[src/rtl/bird_launch_scheduler.sv]
// Launch sequencer for the bird datapath: magazine, launch power, fire handshake to bird_move.
// Optional macro BIRD_LAUNCH_TIMEOUT_EN: abandon a launch that bird_move never acknowledges.
module bird_launch_scheduler #(
  parameter int NUM_BIRDS             = 5,
  parameter int MIN_SPEED             = 2,
  parameter int MAX_SPEED             = 40,
  parameter int SPEED_STEP            = 2,
  parameter int COOLDOWN_FRAMES       = 15,
  parameter int LAUNCH_TIMEOUT_FRAMES = 4
) (
  input  logic        clk,
  input  logic        reset,
  input  logic        startOfFrame,
  input  logic        key_fire,
  input  logic        key_power_up,
  input  logic        key_power_down,
  input  logic        enroll,
  output logic        fire_the_bird,
  output logic [10:0] initialX_speed,
  output logic        DR,
  output logic [3:0]  birds_left,
  output logic        game_over
);

  localparam int CNT_MAX = (COOLDOWN_FRAMES > LAUNCH_TIMEOUT_FRAMES) ? COOLDOWN_FRAMES
                                                                     : LAUNCH_TIMEOUT_FRAMES;
  localparam int CNT_W   = $clog2(CNT_MAX + 1);

  typedef enum logic [2:0] {
    S_RELOAD,
    S_AIM,
    S_LAUNCH,
    S_FLIGHT,
    S_COOLDOWN,
    S_GAME_OVER
  } state_t;

  state_t             state_q, state_d;
  logic               fire_prev_q, fire_prev_d;
  logic               fire_q, fire_d;
  logic [10:0]        speed_q, speed_d;
  logic [3:0]         birds_q, birds_d;
  logic               game_over_q, game_over_d;
  logic [CNT_W-1:0]   frame_cnt_q, frame_cnt_d;

  logic               fire_rise;
  logic [11:0]        spd_up, spd_dn;
  logic [10:0]        spd_up_sat, spd_dn_sat;
  logic [CNT_W-1:0]   cnt_inc;

  assign fire_rise = key_fire & ~fire_prev_q;
  assign cnt_inc   = frame_cnt_q + CNT_W'(1);

  // 12-bit headroom so the step cannot wrap before saturation is decided
  always_comb begin
    spd_up     = {1'b0, speed_q} + 12'(SPEED_STEP);
    spd_dn     = {1'b0, speed_q} - 12'(SPEED_STEP);
    spd_up_sat = (spd_up > 12'(MAX_SPEED)) ? 11'(MAX_SPEED) : spd_up[10:0];
    spd_dn_sat = (({1'b0, speed_q} < 12'(SPEED_STEP)) || (spd_dn < 12'(MIN_SPEED)))
                 ? 11'(MIN_SPEED) : spd_dn[10:0];
  end

  always_comb begin
    state_d     = state_q;
    fire_prev_d = key_fire;
    fire_d      = fire_q;
    speed_d     = speed_q;
    birds_d     = birds_q;
    game_over_d = game_over_q;
    frame_cnt_d = frame_cnt_q;

    unique case (state_q)
      S_RELOAD: begin
        birds_d     = 4'(NUM_BIRDS);
        speed_d     = 11'(MIN_SPEED);
        game_over_d = 1'b0;
        state_d     = S_AIM;
      end

      S_AIM: begin
        if (startOfFrame && (key_power_up != key_power_down))
          speed_d = key_power_up ? spd_up_sat : spd_dn_sat;
        if (fire_rise && (birds_q != 4'd0)) begin
          state_d     = S_LAUNCH;
          fire_d      = 1'b1;
          frame_cnt_d = '0;
        end
      end

      S_LAUNCH: begin
        if (enroll) begin
          state_d = S_FLIGHT;
          fire_d  = 1'b0;
          if (birds_q != 4'd0) birds_d = birds_q - 4'd1;
        end
`ifdef BIRD_LAUNCH_TIMEOUT_EN
        else if (startOfFrame) begin
          frame_cnt_d = cnt_inc;
          if (cnt_inc == CNT_W'(LAUNCH_TIMEOUT_FRAMES)) begin
            state_d = S_AIM;
            fire_d  = 1'b0;
          end
        end
`endif
      end

      S_FLIGHT: begin
        if (!enroll) begin
          state_d     = S_COOLDOWN;
          frame_cnt_d = '0;
        end
      end

      S_COOLDOWN: begin
        if (startOfFrame) begin
          frame_cnt_d = cnt_inc;
          if (cnt_inc == CNT_W'(COOLDOWN_FRAMES)) begin
            if (birds_q != 4'd0) begin
              state_d = S_AIM;
            end else begin
              state_d     = S_GAME_OVER;
              game_over_d = 1'b1;
            end
          end
        end
      end

      S_GAME_OVER: begin
        if (fire_rise) state_d = S_RELOAD;
      end

      default: state_d = S_RELOAD;
    endcase
  end

  always_ff @(posedge clk) begin
    if (reset) begin
      state_q     <= S_RELOAD;
      fire_prev_q <= 1'b0;
      fire_q      <= 1'b0;
      speed_q     <= 11'(MIN_SPEED);
      birds_q     <= 4'(NUM_BIRDS);
      game_over_q <= 1'b0;
      frame_cnt_q <= '0;
    end else begin
      state_q     <= state_d;
      fire_prev_q <= fire_prev_d;
      fire_q      <= fire_d;
      speed_q     <= speed_d;
      birds_q     <= birds_d;
      game_over_q <= game_over_d;
      frame_cnt_q <= frame_cnt_d;
    end
  end

  assign fire_the_bird  = fire_q;
  assign initialX_speed = speed_q;
  assign birds_left     = birds_q;
  assign game_over      = game_over_q;
  assign DR             = (state_q == S_LAUNCH) || (state_q == S_FLIGHT);

endmodule

[config.mk]
export PLATFORM = sky130hd
export DESIGN_NAME = bird_launch_scheduler
export DESIGN_NICKNAME = d
export VERILOG_FILES = /design/src/rtl/bird_launch_scheduler.sv
export SDC_FILE = /design/constraint.sdc
export NUM_CORES = 1
export LEC_CHECK = 0
export BUFFER_PORTS_ARGS = -buffer_cell sky130_fd_sc_hd__buf_2
export CORE_ASPECT_RATIO = 1.25
export CORE_UTILIZATION = 61
export CTS_CLUSTER_DIAMETER = 40
export DETAILED_ROUTE_END_ITERATION = 8
export PLACE_DENSITY = 0.85
export SYNTH_ARGS = -nofsm -noshare
export SYNTH_HDL_FRONTEND = slang
export SYNTH_SLANG_ARGS = --single-unit
[constraint.sdc]
create_clock -name clk -period 4.07 [get_ports clk]
set_input_delay 0.6105 -clock clk [delete_from_list [all_inputs] [get_ports clk]]
set_output_delay 0.6105 -clock clk [all_outputs]
set_load 0.01 [all_outputs]
==> run_summary.xml <==
<?xml version="1.0" encoding="UTF-8"?>
<metrics>
  <group name="outcome">
    <metric name="outcome" unit="">complete, no violations</metric>
  </group>
  <group name="logic_synthesis">
    <metric name="synthesis.area_per_instance" unit="sq um">7.46</metric>
    <metric name="simple_gate_fraction_of_synth_area" unit="%">32.0</metric>
    <metric name="yosysSeqAreaShare" unit="%">28.6</metric>
    <metric name="largest_family_of_logic_cells_by_synthesized_area" unit="">simple AND/OR/NAND/NOR gates</metric>
    <metric name="synth.lib_cells_used.distinct" unit="">54</metric>
    <metric name="syn_inst" unit="">225</metric>
    <metric name="share_of_synthesized_registers_carrying_an_async_set_or_reset" unit="%">0</metric>
    <metric name="yosys.area_share.adder" unit="%">3.73</metric>
    <metric name="synth_compound_gate_area_share" unit="%">25.4</metric>
    <metric name="mappedNetlistNets" unit="">237</metric>
    <metric name="synthXorXnorAreaFrac" unit="%">3.65</metric>
    <metric name="ys.warnings.count" unit="">0</metric>
    <metric name="syn-cell-area" unit="sq um">1680</metric>
    <metric name="edff_count_synth" unit="">0</metric>
    <metric name="ys.flop_type" unit="">dfxtp_1</metric>
    <metric name="postSynthRegisterBits" unit="">24</metric>
    <metric name="post_synth_mux_area_share" unit="%">1.27</metric>
  </group>
  <group name="detailed_routing">
    <metric name="drt.antenna.violating_nets" unit="">0</metric>
    <metric name="drt-initial-drc-count" unit="">38</metric>
    <metric name="first_pass_iters" unit="">4</metric>
    <metric name="drt_drc_violations_left" unit="">0</metric>
    <metric name="routed_wirelength" unit="mm">3.75</metric>
    <metric name="routedWlPerCell" unit="microns">13.6</metric>
    <metric name="route.vias.total" unit="">1652</metric>
    <metric name="route.detailed.vias_per_inst" unit="">6.01</metric>
  </group>
  <group name="placed_design">
    <metric name="port_buffers" unit="">23</metric>
    <metric name="placed_cell_area" unit="sq um">1790</metric>
    <metric name="dp_slack" unit="ns">1.45</metric>
    <metric name="detailed_place_hpwl" unit="mm">2.82</metric>
    <metric name="place_congestion" unit="">0.993</metric>
    <metric name="placed_cells" unit="">271</metric>
  </group>
  <group name="timing">
    <metric name="min_period_over_period" unit="%">66.0</metric>
    <metric name="setup_tns" unit="ns">0</metric>
    <metric name="skew" unit="ns">0.00243</metric>
    <metric name="timing.final.ws_setup" unit="ns">1.38</metric>
    <metric name="report.final.setup_viol" unit="">0</metric>
    <metric name="maxSlewHeadroom" unit="%">66.7</metric>
    <metric name="final-max-slew-violation-count" unit="">0</metric>
    <metric name="rsz0062_at_grt" unit="">no</metric>
    <metric name="tightestPinTransition" unit="ns">0.499</metric>
    <metric name="hold_viol" unit="">0</metric>
    <metric name="clock.fmax" unit="MHz">372</metric>
    <metric name="final_period_demand_of_the_worst_path" unit="ns">2.69</metric>
  </group>
  <group name="cts">
    <metric name="cts_repair_resize_count" unit="">0</metric>
    <metric name="post_cts_hold_buffer_count" unit="">0</metric>
    <metric name="worst_skew_pair.late_latency" unit="ns">0.31</metric>
    <metric name="cts-root-to-sink-buffers" unit="">2</metric>
    <metric name="clk_root_buffer_cell" unit="">clkbuf_4</metric>
    <metric name="clkSlewWorstSetupHoldPaths" unit="ns">0.13</metric>
    <metric name="tritoncts_clock_tree" unit="">done</metric>
    <metric name="clock_tree.htree_level_count" unit="">1</metric>
    <metric name="cts.sink_count" unit="">24</metric>
    <metric name="cts_inserted_buffers" unit="">3</metric>
    <metric name="postCtsSetupRepairBufs" unit="">0</metric>
  </group>
  <group name="critical_path">
    <metric name="required" unit="ns">4.28</metric>
    <metric name="worstSetupPathType" unit="">reg2reg</metric>
    <metric name="slowest_delay" unit="ns">0.66</metric>
    <metric name="worstSetupEndpointType" unit="">flip-flop</metric>
    <metric name="cp.buffers_inverters" unit="">0</metric>
    <metric name="critical_path_source_type" unit="">flip-flop</metric>
    <metric name="crit_slowest_cell" unit="">dfxtp_1</metric>
    <metric name="crit_fanout" unit="">13</metric>
    <metric name="cp_top_family" unit="">simple AND/OR/NAND/NOR gates</metric>
    <metric name="crit_path_cell_trace" unit="">nand4_1 &gt; or4b_1 &gt; a211o_1 &gt; nor4_2 &gt; and2_2 &gt; o21ai_2 &gt; a32o_1</metric>
    <metric name="cp_data_arrival_time" unit="ns">2.90</metric>
  </group>
  <group name="power">
    <metric name="power.density" unit="nW/um^2">298</metric>
    <metric name="power.static_leakage" unit="uW">0.000753</metric>
    <metric name="peakVddDrop" unit="uV">251</metric>
  </group>
  <group name="cells_and_area">
    <metric name="inserted_diodes" unit="">0</metric>
    <metric name="stdcell_area" unit="sq um">1840</metric>
    <metric name="final_common_cell" unit="">nor2_1</metric>
    <metric name="area.growth.synth_to_final" unit="%">9.54</metric>
    <metric name="mostFrequentLayoutCells" unit="">nor2_1, nand2_1, dfxtp_1</metric>
    <metric name="layout.area.seq" unit="sq um">480</metric>
    <metric name="area_of_the_multi_input_gates" unit="sq um">1110</metric>
    <metric name="share_of_final_layout_standard_cells_stronger_than_drive_strength_1" unit="%">15.3</metric>
    <metric name="layout.filler_cells" unit="">235</metric>
    <metric name="net_total_in_the_final_layout" unit="">255</metric>
    <metric name="finalNonFillerCells" unit="">275</metric>
  </group>
  <group name="floorplan">
    <metric name="core_area" unit="sq um">2530</metric>
    <metric name="start_util" unit="%">66.4</metric>
    <metric name="die_w" unit="microns">48.9</metric>
    <metric name="die_h" unit="microns">60.7</metric>
    <metric name="die_area" unit="sq um">2970</metric>
    <metric name="placementRows" unit="">20</metric>
    <metric name="floorplan.io_pins" unit="">25</metric>
  </group>
  <group name="global_routing">
    <metric name="grt_max_degree" unit="">16</metric>
    <metric name="wire_length_of_the_first_global_routing_pass" unit="mm">6.30</metric>
    <metric name="overall_global_routing_usage" unit="%">26.7</metric>
    <metric name="vias_in_the_first_global_route" unit="">1523</metric>
    <metric name="antenna_found_initial" unit="">0</metric>
    <metric name="grt.overflow.total" unit="">0</metric>
  </group>
  <group name="hold_path">
    <metric name="hold_path_class" unit="">reg2reg</metric>
  </group>
  <group name="run">
    <metric name="drv.max_cap_violation_count" unit="">0</metric>
  </group>
</metrics>
## layer usage
layer | GRT usage [%] | wire [microns] | vias to the layer above
li1 | - | - | 848
met1 | 30.8 | 1650 | 752
met2 | 51.8 | 1920 | 48
met3 | 2.01 | 140 | 4
met4 | 10.1 | 36 | 0
met5 | 0 | 0 | -
## path summary, 6_finish.rpt
path / from / endpoint / slack, ns / depth (start not counted)
setup / recovery: initialX_speed[5]$_SDFFE_PP0P_ / initialX_speed[5]$_SDFFE_PP0P_ / 1.38 / 7
hold reg to reg: game_over$_SDFFE_PP0P_ / game_over$_SDFFE_PP0P_ / 0.49 / 1
hold / removal: game_over$_SDFFE_PP0P_ / game_over$_SDFFE_PP0P_ / 0.49 / 1
setup reg to reg: initialX_speed[5]$_SDFFE_PP0P_ / initialX_speed[5]$_SDFFE_PP0P_ / 1.38 / 7
## worst register-to-register path: cells and delay by family (launching register included)
| family | cells | cell delay, ns |
|---|---|---|
| AND/OR/NAND/NOR | 4 | 1.34 |
| AO/OA/AOI/OAI | 3 | 0.60 |
| flip-flops | 1 | 0.66 |
## sequential cells by signal, summed over array words and instances (netlist names)
name,cells
birds_left,4
fire_prev_q,1
fire_the_bird,1
frame_cnt_q,4
game_over,1
initialX_speed,10
state_q,3
## synthesized netlist by cell type (all sizes together), types with 2 or more instances
cell,number,share of area (%)
and2,5,1.9
o2111ai,3,1.6
nand4b,2,1.0
o211a,2,1.2
o21ai,13,4.1
nor2b,4,1.5
nor3b,3,1.3
or3,5,1.9
ha,5,3.7
nand3,5,1.8
a31oi,3,1.1
xnor2,4,2.1
a21oi,18,5.4
nor4,7,3.0
nor2,25,5.6
o21a,2,0.89
nand4,3,1.1
a21o,5,2.2
clkbuf,6,1.6
a211oi,3,1.3
nand2b,5,1.9
buf,4,1.3
inv,10,2.2
dfxtp,24,29
xor2,3,1.6
nor3,7,2.4
nand2,24,5.4
and3,2,0.82
o211ai,5,2.2
nand3b,2,0.89
## report_power, final
part	leakage, uW	internal [uW]	switching [uW]
Clock	0.0000279	99.5	68.7
Combinational	0.000530	45.3	73.7
Sequential	0.000195	245	15.6
## kinds of logic after synthesis
| logic type | Yosys count |
|---|---|
| mux | 2 |
| flops | 24 |
| simple gates | 102 |
| buf+inv | 20 |
| compound gates | 64 |
| fa+ha+maj | 5 |
| other cells | 1 |
| xor+xnor | 7 |
## stage by stage
stage | hold slack, ns | utilization [%] | total power, uW
final | 0.487 | 72.8 | 548
after global routing | 0.519 | 72.8 | 577
after floorplan | 0.467 | - | 353
after global placement | 0.449 | 70.7 | 381
after detailed placement | 0.457 | 70.7 | 383
after CTS | 0.489 | 72.8 | 550
## layout make-up
class	instances	area share, %
multi-input cells	181	60.5
flip-flops and latches	24	26.1
repair buffers	23	6.26
well taps	33	2.24
inverters	10	2.04
clock inverters	1	1.63
clock buffers	3	1.22
Power figures use the tool's default switching activity.
